$ cat src/rtl/riscv_pkg.sv
// Shared RV32I types for the pipeline: decoded operations, writeback port,
// MEM-stage FSM states and load/store classification helpers.
package riscv_pkg;

  localparam int XLEN = 32;

  typedef enum logic [5:0] {
    UNKNOWN = 6'd0,
    LUI, AUIPC, JAL, JALR,
    BEQ, BNE, BLT, BGE, BLTU, BGEU,
    LB, LH, LW, LBU, LHU,
    SB, SH, SW,
    ADDI, SLTI, SLTIU, XORI, ORI, ANDI, SLLI, SRLI, SRAI,
    ADD, SUB, SLL, SLT, SLTU, XOR, SRL, SRA, OR, AND,
    FENCE, ECALL, EBREAK
  } op_e;

  typedef struct packed {
    logic [4:0]      addr;
    logic [XLEN-1:0] data;
    logic            valid;
  } rd_port_t;

  typedef enum logic [1:0] {
    MEM_IDLE        = 2'd0,
    MEM_WAIT_GNT    = 2'd1,
    MEM_WAIT_RVALID = 2'd2
  } mem_state_e;

  localparam logic [3:0] BE_BYTE = 4'b0001;
  localparam logic [3:0] BE_HALF = 4'b0011;
  localparam logic [3:0] BE_WORD = 4'b1111;

  function automatic logic is_load(input op_e op);
    case (op)
      LB, LH, LW, LBU, LHU: is_load = 1'b1;
      default:              is_load = 1'b0;
    endcase
  endfunction

  function automatic logic is_store(input op_e op);
    case (op)
      SB, SH, SW: is_store = 1'b1;
      default:    is_store = 1'b0;
    endcase
  endfunction

endpackage

$ cat src/rtl/memory_stage_lsu_align.sv
// Combinational lane logic: store byte enables / lane replication / alignment
// check for the current op, and load extraction for the outstanding load.
module lsu_align
  import riscv_pkg::*;
(
  input  op_e             op,
  input  logic [1:0]      off,
  input  logic [XLEN-1:0] wdata,
  output logic [3:0]      be,
  output logic [XLEN-1:0] lane_wdata,
  output logic            misaligned,
  input  op_e             ld_op,
  input  logic [1:0]      ld_off,
  input  logic [XLEN-1:0] rdata,
  output logic [XLEN-1:0] ld_data
);

  logic [7:0]  byte_s;
  logic [15:0] half_s;

  // Store lanes and alignment check
  always_comb begin
    be         = BE_WORD;
    lane_wdata = wdata;
    misaligned = 1'b0;
    case (op)
      SB: begin
        be         = BE_BYTE << off;
        lane_wdata = {4{wdata[7:0]}};
      end
      SH: begin
        be         = BE_HALF << off;
        lane_wdata = {2{wdata[15:0]}};
        misaligned = off[0];
      end
      SW:      misaligned = (off != 2'b00);
      LH, LHU: misaligned = off[0];
      LW:      misaligned = (off != 2'b00);
      default: misaligned = 1'b0;
    endcase
  end

  // Byte/half selection and extension of the returned word
  always_comb begin
    case (ld_off)
      2'b00:   byte_s = rdata[7:0];
      2'b01:   byte_s = rdata[15:8];
      2'b10:   byte_s = rdata[23:16];
      2'b11:   byte_s = rdata[31:24];
      default: byte_s = rdata[7:0];
    endcase
    if (ld_off[1]) begin
      half_s = rdata[31:16];
    end else begin
      half_s = rdata[15:0];
    end
    case (ld_op)
      LB:      ld_data = {{24{byte_s[7]}}, byte_s};
      LBU:     ld_data = {24'd0, byte_s};
      LH:      ld_data = {{16{half_s[15]}}, half_s};
      LHU:     ld_data = {16'd0, half_s};
      LW:      ld_data = rdata;
      default: ld_data = rdata;
    endcase
  end

endmodule

$ cat src/rtl/memory_stage.sv
// RV32I MEM stage: req/gnt/rvalid data-memory access FSM with timeout,
// upstream stall generation and the MEM-WB pipeline register.
module memory_stage
  import riscv_pkg::*;
#(
  parameter int MAX_WAIT = 15
) (
  input  logic            clk_i,
  input  logic            rstn_i,
  input  logic [XLEN-1:0] pcM_i,
  input  logic [XLEN-1:0] instrM_i,
  input  op_e             operationM_i,
  input  rd_port_t        rdM_port_i,
  input  logic            memM_wrt_ena_i,
  input  logic [XLEN-1:0] memM_addr_i,
  input  logic [XLEN-1:0] memM_wdata_i,
  output logic            dmem_req_o,
  output logic            dmem_we_o,
  output logic [XLEN-1:0] dmem_addr_o,
  output logic [3:0]      dmem_be_o,
  output logic [XLEN-1:0] dmem_wdata_o,
  input  logic            dmem_gnt_i,
  input  logic            dmem_rvalid_i,
  input  logic [XLEN-1:0] dmem_rdata_i,
  output logic            stallM_o,
  output logic            misalign_o,
  output logic            access_err_o,
  output logic [XLEN-1:0] pcM_o,
  output logic [XLEN-1:0] instrM_o,
  output op_e             operationM_o,
  output rd_port_t        rdM_port_o
);

  localparam int               CNT_W      = $clog2(MAX_WAIT + 2);
  localparam logic [CNT_W-1:0] WAIT_LIMIT = CNT_W'(MAX_WAIT);
  localparam logic [CNT_W-1:0] CNT_ONE    = {{(CNT_W-1){1'b0}}, 1'b1};
  localparam bit               TIMEOUT_EN = (MAX_WAIT != 32'sd0);

  mem_state_e      state_r, state_d_s;
  logic [CNT_W-1:0] wait_cnt_r;
  logic            lat_we_r;
  logic [XLEN-1:0] lat_addr_r, lat_wdata_r;
  logic [3:0]      lat_be_r;
  op_e             lat_op_r;
  logic [1:0]      lat_off_r;

  logic            ld_s, st_s, mem_op_s, misalign_s, misalign_evt_s, bubble_s;
  logic            timeout_s, req_s, stall_s, complete_s;
  logic            we_s;
  logic [XLEN-1:0] addr_s, wdata_s;
  logic [3:0]      be_s, st_be_s;
  logic [XLEN-1:0] st_wdata_s, ld_data_s;
  rd_port_t        wb_rd_s;

  lsu_align u_align (
    .op         (operationM_i),
    .off        (memM_addr_i[1:0]),
    .wdata      (memM_wdata_i),
    .be         (st_be_s),
    .lane_wdata (st_wdata_s),
    .misaligned (misalign_s),
    .ld_op      (lat_op_r),
    .ld_off     (lat_off_r),
    .rdata      (dmem_rdata_i),
    .ld_data    (ld_data_s)
  );

  assign ld_s           = is_load(operationM_i);
  assign st_s           = is_store(operationM_i) & memM_wrt_ena_i;
  assign mem_op_s       = ld_s | st_s;
  assign misalign_evt_s = (state_r == MEM_IDLE) & mem_op_s & misalign_s;
  assign timeout_s      = TIMEOUT_EN && (state_r != MEM_IDLE) && (wait_cnt_r == WAIT_LIMIT);
  // A squashed store never reaches memory and must not retire either.
  assign bubble_s       = stall_s | misalign_evt_s | (is_store(operationM_i) & ~memM_wrt_ena_i);

  // Request decode, completion and next-state selection
  always_comb begin
    state_d_s  = state_r;
    req_s      = 1'b0;
    stall_s    = 1'b0;
    complete_s = 1'b0;
    we_s       = st_s;
    addr_s     = {memM_addr_i[XLEN-1:2], 2'b00};
    be_s       = ld_s ? BE_WORD : st_be_s;
    wdata_s    = st_wdata_s;
    case (state_r)
      MEM_IDLE: begin
        if (mem_op_s && !misalign_s) begin
          req_s = 1'b1;
          if (dmem_gnt_i && st_s) begin
            complete_s = 1'b1;
          end else if (dmem_gnt_i) begin
            state_d_s = MEM_WAIT_RVALID;
            stall_s   = 1'b1;
          end else begin
            state_d_s = MEM_WAIT_GNT;
            stall_s   = 1'b1;
          end
        end else begin
          state_d_s = MEM_IDLE;
        end
      end
      MEM_WAIT_GNT: begin
        we_s    = lat_we_r;
        addr_s  = lat_addr_r;
        be_s    = lat_be_r;
        wdata_s = lat_wdata_r;
        if (timeout_s) begin
          state_d_s = MEM_IDLE;
        end else if (dmem_gnt_i && lat_we_r) begin
          req_s      = 1'b1;
          complete_s = 1'b1;
          state_d_s  = MEM_IDLE;
        end else if (dmem_gnt_i) begin
          req_s     = 1'b1;
          stall_s   = 1'b1;
          state_d_s = MEM_WAIT_RVALID;
        end else begin
          req_s   = 1'b1;
          stall_s = 1'b1;
        end
      end
      MEM_WAIT_RVALID: begin
        we_s    = lat_we_r;
        addr_s  = lat_addr_r;
        be_s    = lat_be_r;
        wdata_s = lat_wdata_r;
        if (timeout_s) begin
          state_d_s = MEM_IDLE;
        end else if (dmem_rvalid_i) begin
          complete_s = 1'b1;
          state_d_s  = MEM_IDLE;
        end else begin
          stall_s = 1'b1;
        end
      end
      default: state_d_s = MEM_IDLE;
    endcase
  end

  // Writeback port: timed-out accesses drop rd, completed loads carry memory data
  always_comb begin
    wb_rd_s = rdM_port_i;
    if (timeout_s) begin
      wb_rd_s.valid = 1'b0;
    end else if (complete_s && (state_r == MEM_WAIT_RVALID)) begin
      wb_rd_s.data = ld_data_s;
    end else begin
      wb_rd_s = rdM_port_i;
    end
  end

  // Reset gating lets the request and stall drop without waiting for a clock.
  assign dmem_req_o   = req_s & rstn_i;
  assign stallM_o     = stall_s & rstn_i;
  assign dmem_we_o    = we_s;
  assign dmem_addr_o  = addr_s;
  assign dmem_be_o    = be_s;
  assign dmem_wdata_o = wdata_s;

  // FSM state, wait counter, latched request and MEM-WB register
  always_ff @(posedge clk_i or negedge rstn_i) begin
    if (!rstn_i) begin
      state_r      <= MEM_IDLE;
      wait_cnt_r   <= {CNT_W{1'b0}};
      lat_we_r     <= 1'b0;
      lat_addr_r   <= {XLEN{1'b0}};
      lat_wdata_r  <= {XLEN{1'b0}};
      lat_be_r     <= 4'b0000;
      lat_op_r     <= UNKNOWN;
      lat_off_r    <= 2'b00;
      misalign_o   <= 1'b0;
      access_err_o <= 1'b0;
      pcM_o        <= {XLEN{1'b0}};
      instrM_o     <= {XLEN{1'b0}};
      operationM_o <= UNKNOWN;
      rdM_port_o   <= '0;
    end else begin
      state_r      <= state_d_s;
      wait_cnt_r   <= (TIMEOUT_EN && stall_s) ? wait_cnt_r + CNT_ONE : {CNT_W{1'b0}};
      misalign_o   <= misalign_evt_s;
      access_err_o <= timeout_s;
      if (state_r == MEM_IDLE) begin
        lat_we_r    <= we_s;
        lat_addr_r  <= addr_s;
        lat_wdata_r <= wdata_s;
        lat_be_r    <= be_s;
        lat_op_r    <= operationM_i;
        lat_off_r   <= memM_addr_i[1:0];
      end
      if (bubble_s) begin
        pcM_o        <= {XLEN{1'b0}};
        instrM_o     <= {XLEN{1'b0}};
        operationM_o <= UNKNOWN;
        rdM_port_o   <= '0;
      end else begin
        pcM_o        <= pcM_i;
        instrM_o     <= instrM_i;
        operationM_o <= operationM_i;
        rdM_port_o   <= wb_rd_s;
      end
    end
  end

endmodule
$ cat config.mk
export PLATFORM = sky130hd
export DESIGN_NAME = memory_stage
export DESIGN_NICKNAME = d
export VERILOG_FILES = /design/src/rtl/riscv_pkg.sv /design/src/rtl/memory_stage_lsu_align.sv /design/src/rtl/memory_stage.sv
export SDC_FILE = /design/constraint.sdc
export NUM_CORES = 1
export LEC_CHECK = 0
export BUFFER_PORTS_ARGS = -buffer_cell sky130_fd_sc_hd__buf_2
export CELL_PAD_IN_SITES_DETAIL_PLACEMENT = 1
export CELL_PAD_IN_SITES_GLOBAL_PLACEMENT = 1
export CORE_MARGIN = 10
export CORE_UTILIZATION = 37
export DETAILED_ROUTE_END_ITERATION = 12
export GPL_ROUTABILITY_DRIVEN = 0
export PLACE_DENSITY = 0.91
export REMOVE_ABC_BUFFERS = 1
export SETUP_SLACK_MARGIN = 0.2
export SLEW_MARGIN = 20
export SYNTH_ARGS = -nofsm -noshare
export SYNTH_HDL_FRONTEND = slang
export SYNTH_SLANG_ARGS = --single-unit
$ cat constraint.sdc
create_clock -name clk_i -period 2.4 [get_ports clk_i]
set_input_delay 0.24 -clock clk_i [delete_from_list [all_inputs] [get_ports clk_i]]
set_output_delay 0.24 -clock clk_i [all_outputs]
set_load 0.01 [all_outputs]
==> summary.md <==
| Metric | Value |
|---|---|
| Area Overhead vs Synth | 66.5% |
| Count leader, synth | dfrtp_1 |
| Seq/Total Area, Yosys | 52.9% |
| WP data required | 2.73 ns |
| Post-Place Cell Area | 11600 um2 |
| Critical path launch point type | flip-flop |
| Worst Hold Class | input pin to flip-flop |
| Top post-synthesis cells by count | dfrtp_1 (194), mux2_2 (139), nand2_1 (70) |
| Design area | 15300 um2 |
| Port-buffer cells | 389 |
| Root buffer cell | clkbuf_16 |
| Main synth FF type | dfrtp_1 |
| Ys Warns | 0 |
| I/O pins | 390 |
| Initial core utilization | 37.6% |
| Synth area leaders | dfrtp_1 (53%), mux2_2 (17%), and2_1 (3.4%) |
| Worst rel slew slack | 44.3% |
| Layout Skew | 0.0276 ns |
| Nets | 1482 |
| Ratio of cells with drive above 1 in the final layout | 65.0% |
| Power Density | 757 nW/um2 |
| First-pass GRT wire length | 68.8 mm |
| Total number of vias | 9231 |
| Worst-path clk slew | 0.10 ns |
| Placed insts | 1469 |
| Die Wd | 177 um |
| Average wire per standard cell | 31.5 um |
| Die footprint | 31500 um2 |
| Min Clock Period, post-route | 2.70 ns |
| Final Non-Filler Cells | 1611 |
| Status | finished with violations |
| First-pass detailed-route iteration total | 5 |
| Final WS setup | -0.296 ns |
| Final worst-path cycle share | 112% |
| Failing checks | negative setup slack |
| Vias per cell | 5.73 |
| Core area | 24400 um2 |
| Setup crit end | rdM_port_o[25] |
| FF-to-FF End | rdM_port_o[25] |
| Place WS | -0.141 ns |
| Mapped cell area | 9180 um2 |
| Antenna Nets Post-Route | 0 |
| Fillers | 2466 |
| Post-synth EDFFs | 0 |
| Initial antenna violation count | 6 |
| Vias in the first global route | 10311 |
| Critical setup path kind | flip-flop to flip-flop |
| Total track usage | 29.0% |
| Leakage | 7.31 nW |
| Drt first-iter violations | 815 |
| Vert. Die Dim | 177 um |
| Synth area leader | dfrtp_1 |
| Reg2reg start | wait_cnt_r[0] |
| Clk sinks | 194 |
| Worst setup startpoint | wait_cnt_r[0] |
| Syn Area/Cell | 11.9 um2 |
| RSZ-0062 raised after global routing | yes |
| Post-synth ARST share | 100% |
| Max FO, Critical Path | 7 |
| Reg2Reg Depth | 14 |
| Drt total wl | 50.7 mm |
| Fmax | 371 MHz |
| Rows | 57 |
| Flop2flop setup slack | -0.30 ns |
| Max Cap Viol | 0 |
| Total gr overflow | 0 |
| Final setup vio count | 107 |
| Mapped Cells | 774 |
| Share of the synthesized area in the top cell type | 52.9% |
| Arr. time, crit path | 3.03 ns |
| H-tree levels | 4 |
| Netlist cell types | 56 |
| CTS tree | done |
| Clk buf depth | 2 |
| Slew Viols, Final | 0 |
| Tightest Pin Transition | 0.830 ns |
| DRC Markers | 0 |
| Worst hold slack | 0.0249 ns |
| Worst-Skew Late Latency | 0.44 ns |
| Peak supply drop | 0.000543 V |
| Hold Fails Final Rpt | 0 |
| DP Wirelength | 27.1 mm |
| Worst setup EP type | flip-flop |
| Largest net degree at the start of global routing | 113 |
| Total CTS buffers | 17 |
| #FFs+latches synth | 194 |
==> power by group <==
group	internal (mW)	switching (mW)	leakage, nW	total [mW]
logic	2.30	2.05	4.68	4.35
registers	3.78	0.330	2.33	4.11
clock network	1.52	1.58	0.298	3.10
==> metal layers <==
metal,global-route usage [%],vias to the layer above,wire length (um)
li1,-,3712,-
met1,29.3,4705,17100
met2,53.1,618,26200
met4,14.7,2,2980
met3,8.78,194,4400
met5,0,-,18
==> worst min path at each step <==
stage | startpoint | end | depth (start not counted)
3_5_place_dp | rstn_i | wait_cnt_r[0] | 1
3_3_place_gp | rstn_i | lat_we_r | 1
6_report | pcM_i[30] | pcM_o[30] | 2
4_1_cts | rdM_port_i[33] | rdM_port_o[33] | 2
5_1_grt | rdM_port_i[33] | rdM_port_o[33] | 2
2_1_floorplan | rstn_i | access_err_o | 0
==> stage by stage <==
stage | TNS [ns] | util, % | power (mW)
finish | -11.57 | 62.6 | 11.6
global placement | 0 | 47.6 | 6.59
global route | -17.20 | 62.6 | 12.0
floorplan | -182.34 | - | 5.46
CTS | -0.685 | 58.7 | 10.8
detailed placement | -1.11 | 47.6 | 6.74
==> area by class of cell <==
type                       instances  area (um2)  area share (%)
multi-input combinational        515        4870            31.9
sequential                       194        4850            31.8
timing repair buffer             523        4460            29.2
clock buffer                      18         429            2.81
tap                              324         405            2.65
clock inverter                    14         179            1.17
inverter                          16        60.1           0.393
antenna                            7        17.5           0.115
==> timing repair <==
| item | in CTS | in global routing |
|---|---|---|
| gates cloned | 29 | 5 |
| gates resized for setup | 184 | 194 |
| hold buffers | 15 | 0 |
| pin swaps | 33 | 31 |
| endpoints found under the setup margin | 183 | 193 |
| endpoints found under the hold margin | 53 | 0 |
| buffers inserted | 42 | 12 |
==> cells by family (layout without fill, tap and decap cells) <==
kind of cell	after synthesis	after routing	share of synthesized area (%)
and+or+nand+nor	216	216	13.1
xor gates and xnor gates	3	3	0.286
buffers and inverters	67	571	3.97
DFF	194	194	52.9
muxes	165	165	20.0
adders and majority gates	6	6	0.818
AOI/OAI and AO/OA	123	125	8.92
other	0	7	0
==> layout by cell type (no fill, tap or decap), types with 18 or more instances in the layout <==
| cell | synthesis | layout |
|---|---|---|
| nand2_1 | 70 | 42 |
| buf_4 | 6 | 35 |
| buf_2 | 10 | 324 |
| buf_6 | 1 | 87 |
| and2_1 | 50 | 35 |
| mux2_2 | 139 | 75 |
| o21ai_0 | 34 | 25 |
| and2_4 | 30 | 45 |
| mux2i_1 | 25 | 25 |
| nand2_4 | 0 | 19 |
| clkbuf_16 | 0 | 22 |
| dfrtp_1 | 194 | 194 |
| mux2_4 | 0 | 64 |
| buf_16 | 0 | 28 |
| a21oi_2 | 1 | 18 |
| buf_12 | 4 | 23 |
| nor2_1 | 31 | 22 |
==> flip-flops by register name (all words and copies together) (netlist names), 2 cells and up <==
name          flops
instrM_o         32
lat_addr_r       32
lat_be_r          4
lat_off_r         2
lat_op_r          6
lat_wdata_r      32
operationM_o      6
pcM_o            32
rdM_port_o       38
state_r           2
wait_cnt_r        5
==> worst max-delay path, cell delays in order, from the launching register on <==
cell and delay, ns:
dfrtp_1 0.40, ha_2 0.19, and3_4 0.18, ha_4 0.16, nand2b_4 0.08, buf_4 0.11, buf_6 0.10, a41oi_4 0.09
nor4b_2 0.26, buf_4 0.18, a31o_4 0.15, buf_6 0.12, buf_8 0.13, o211ai_1 0.14, a21oi_2 0.32
Note: power is estimated with default switching activity, not from simulation.
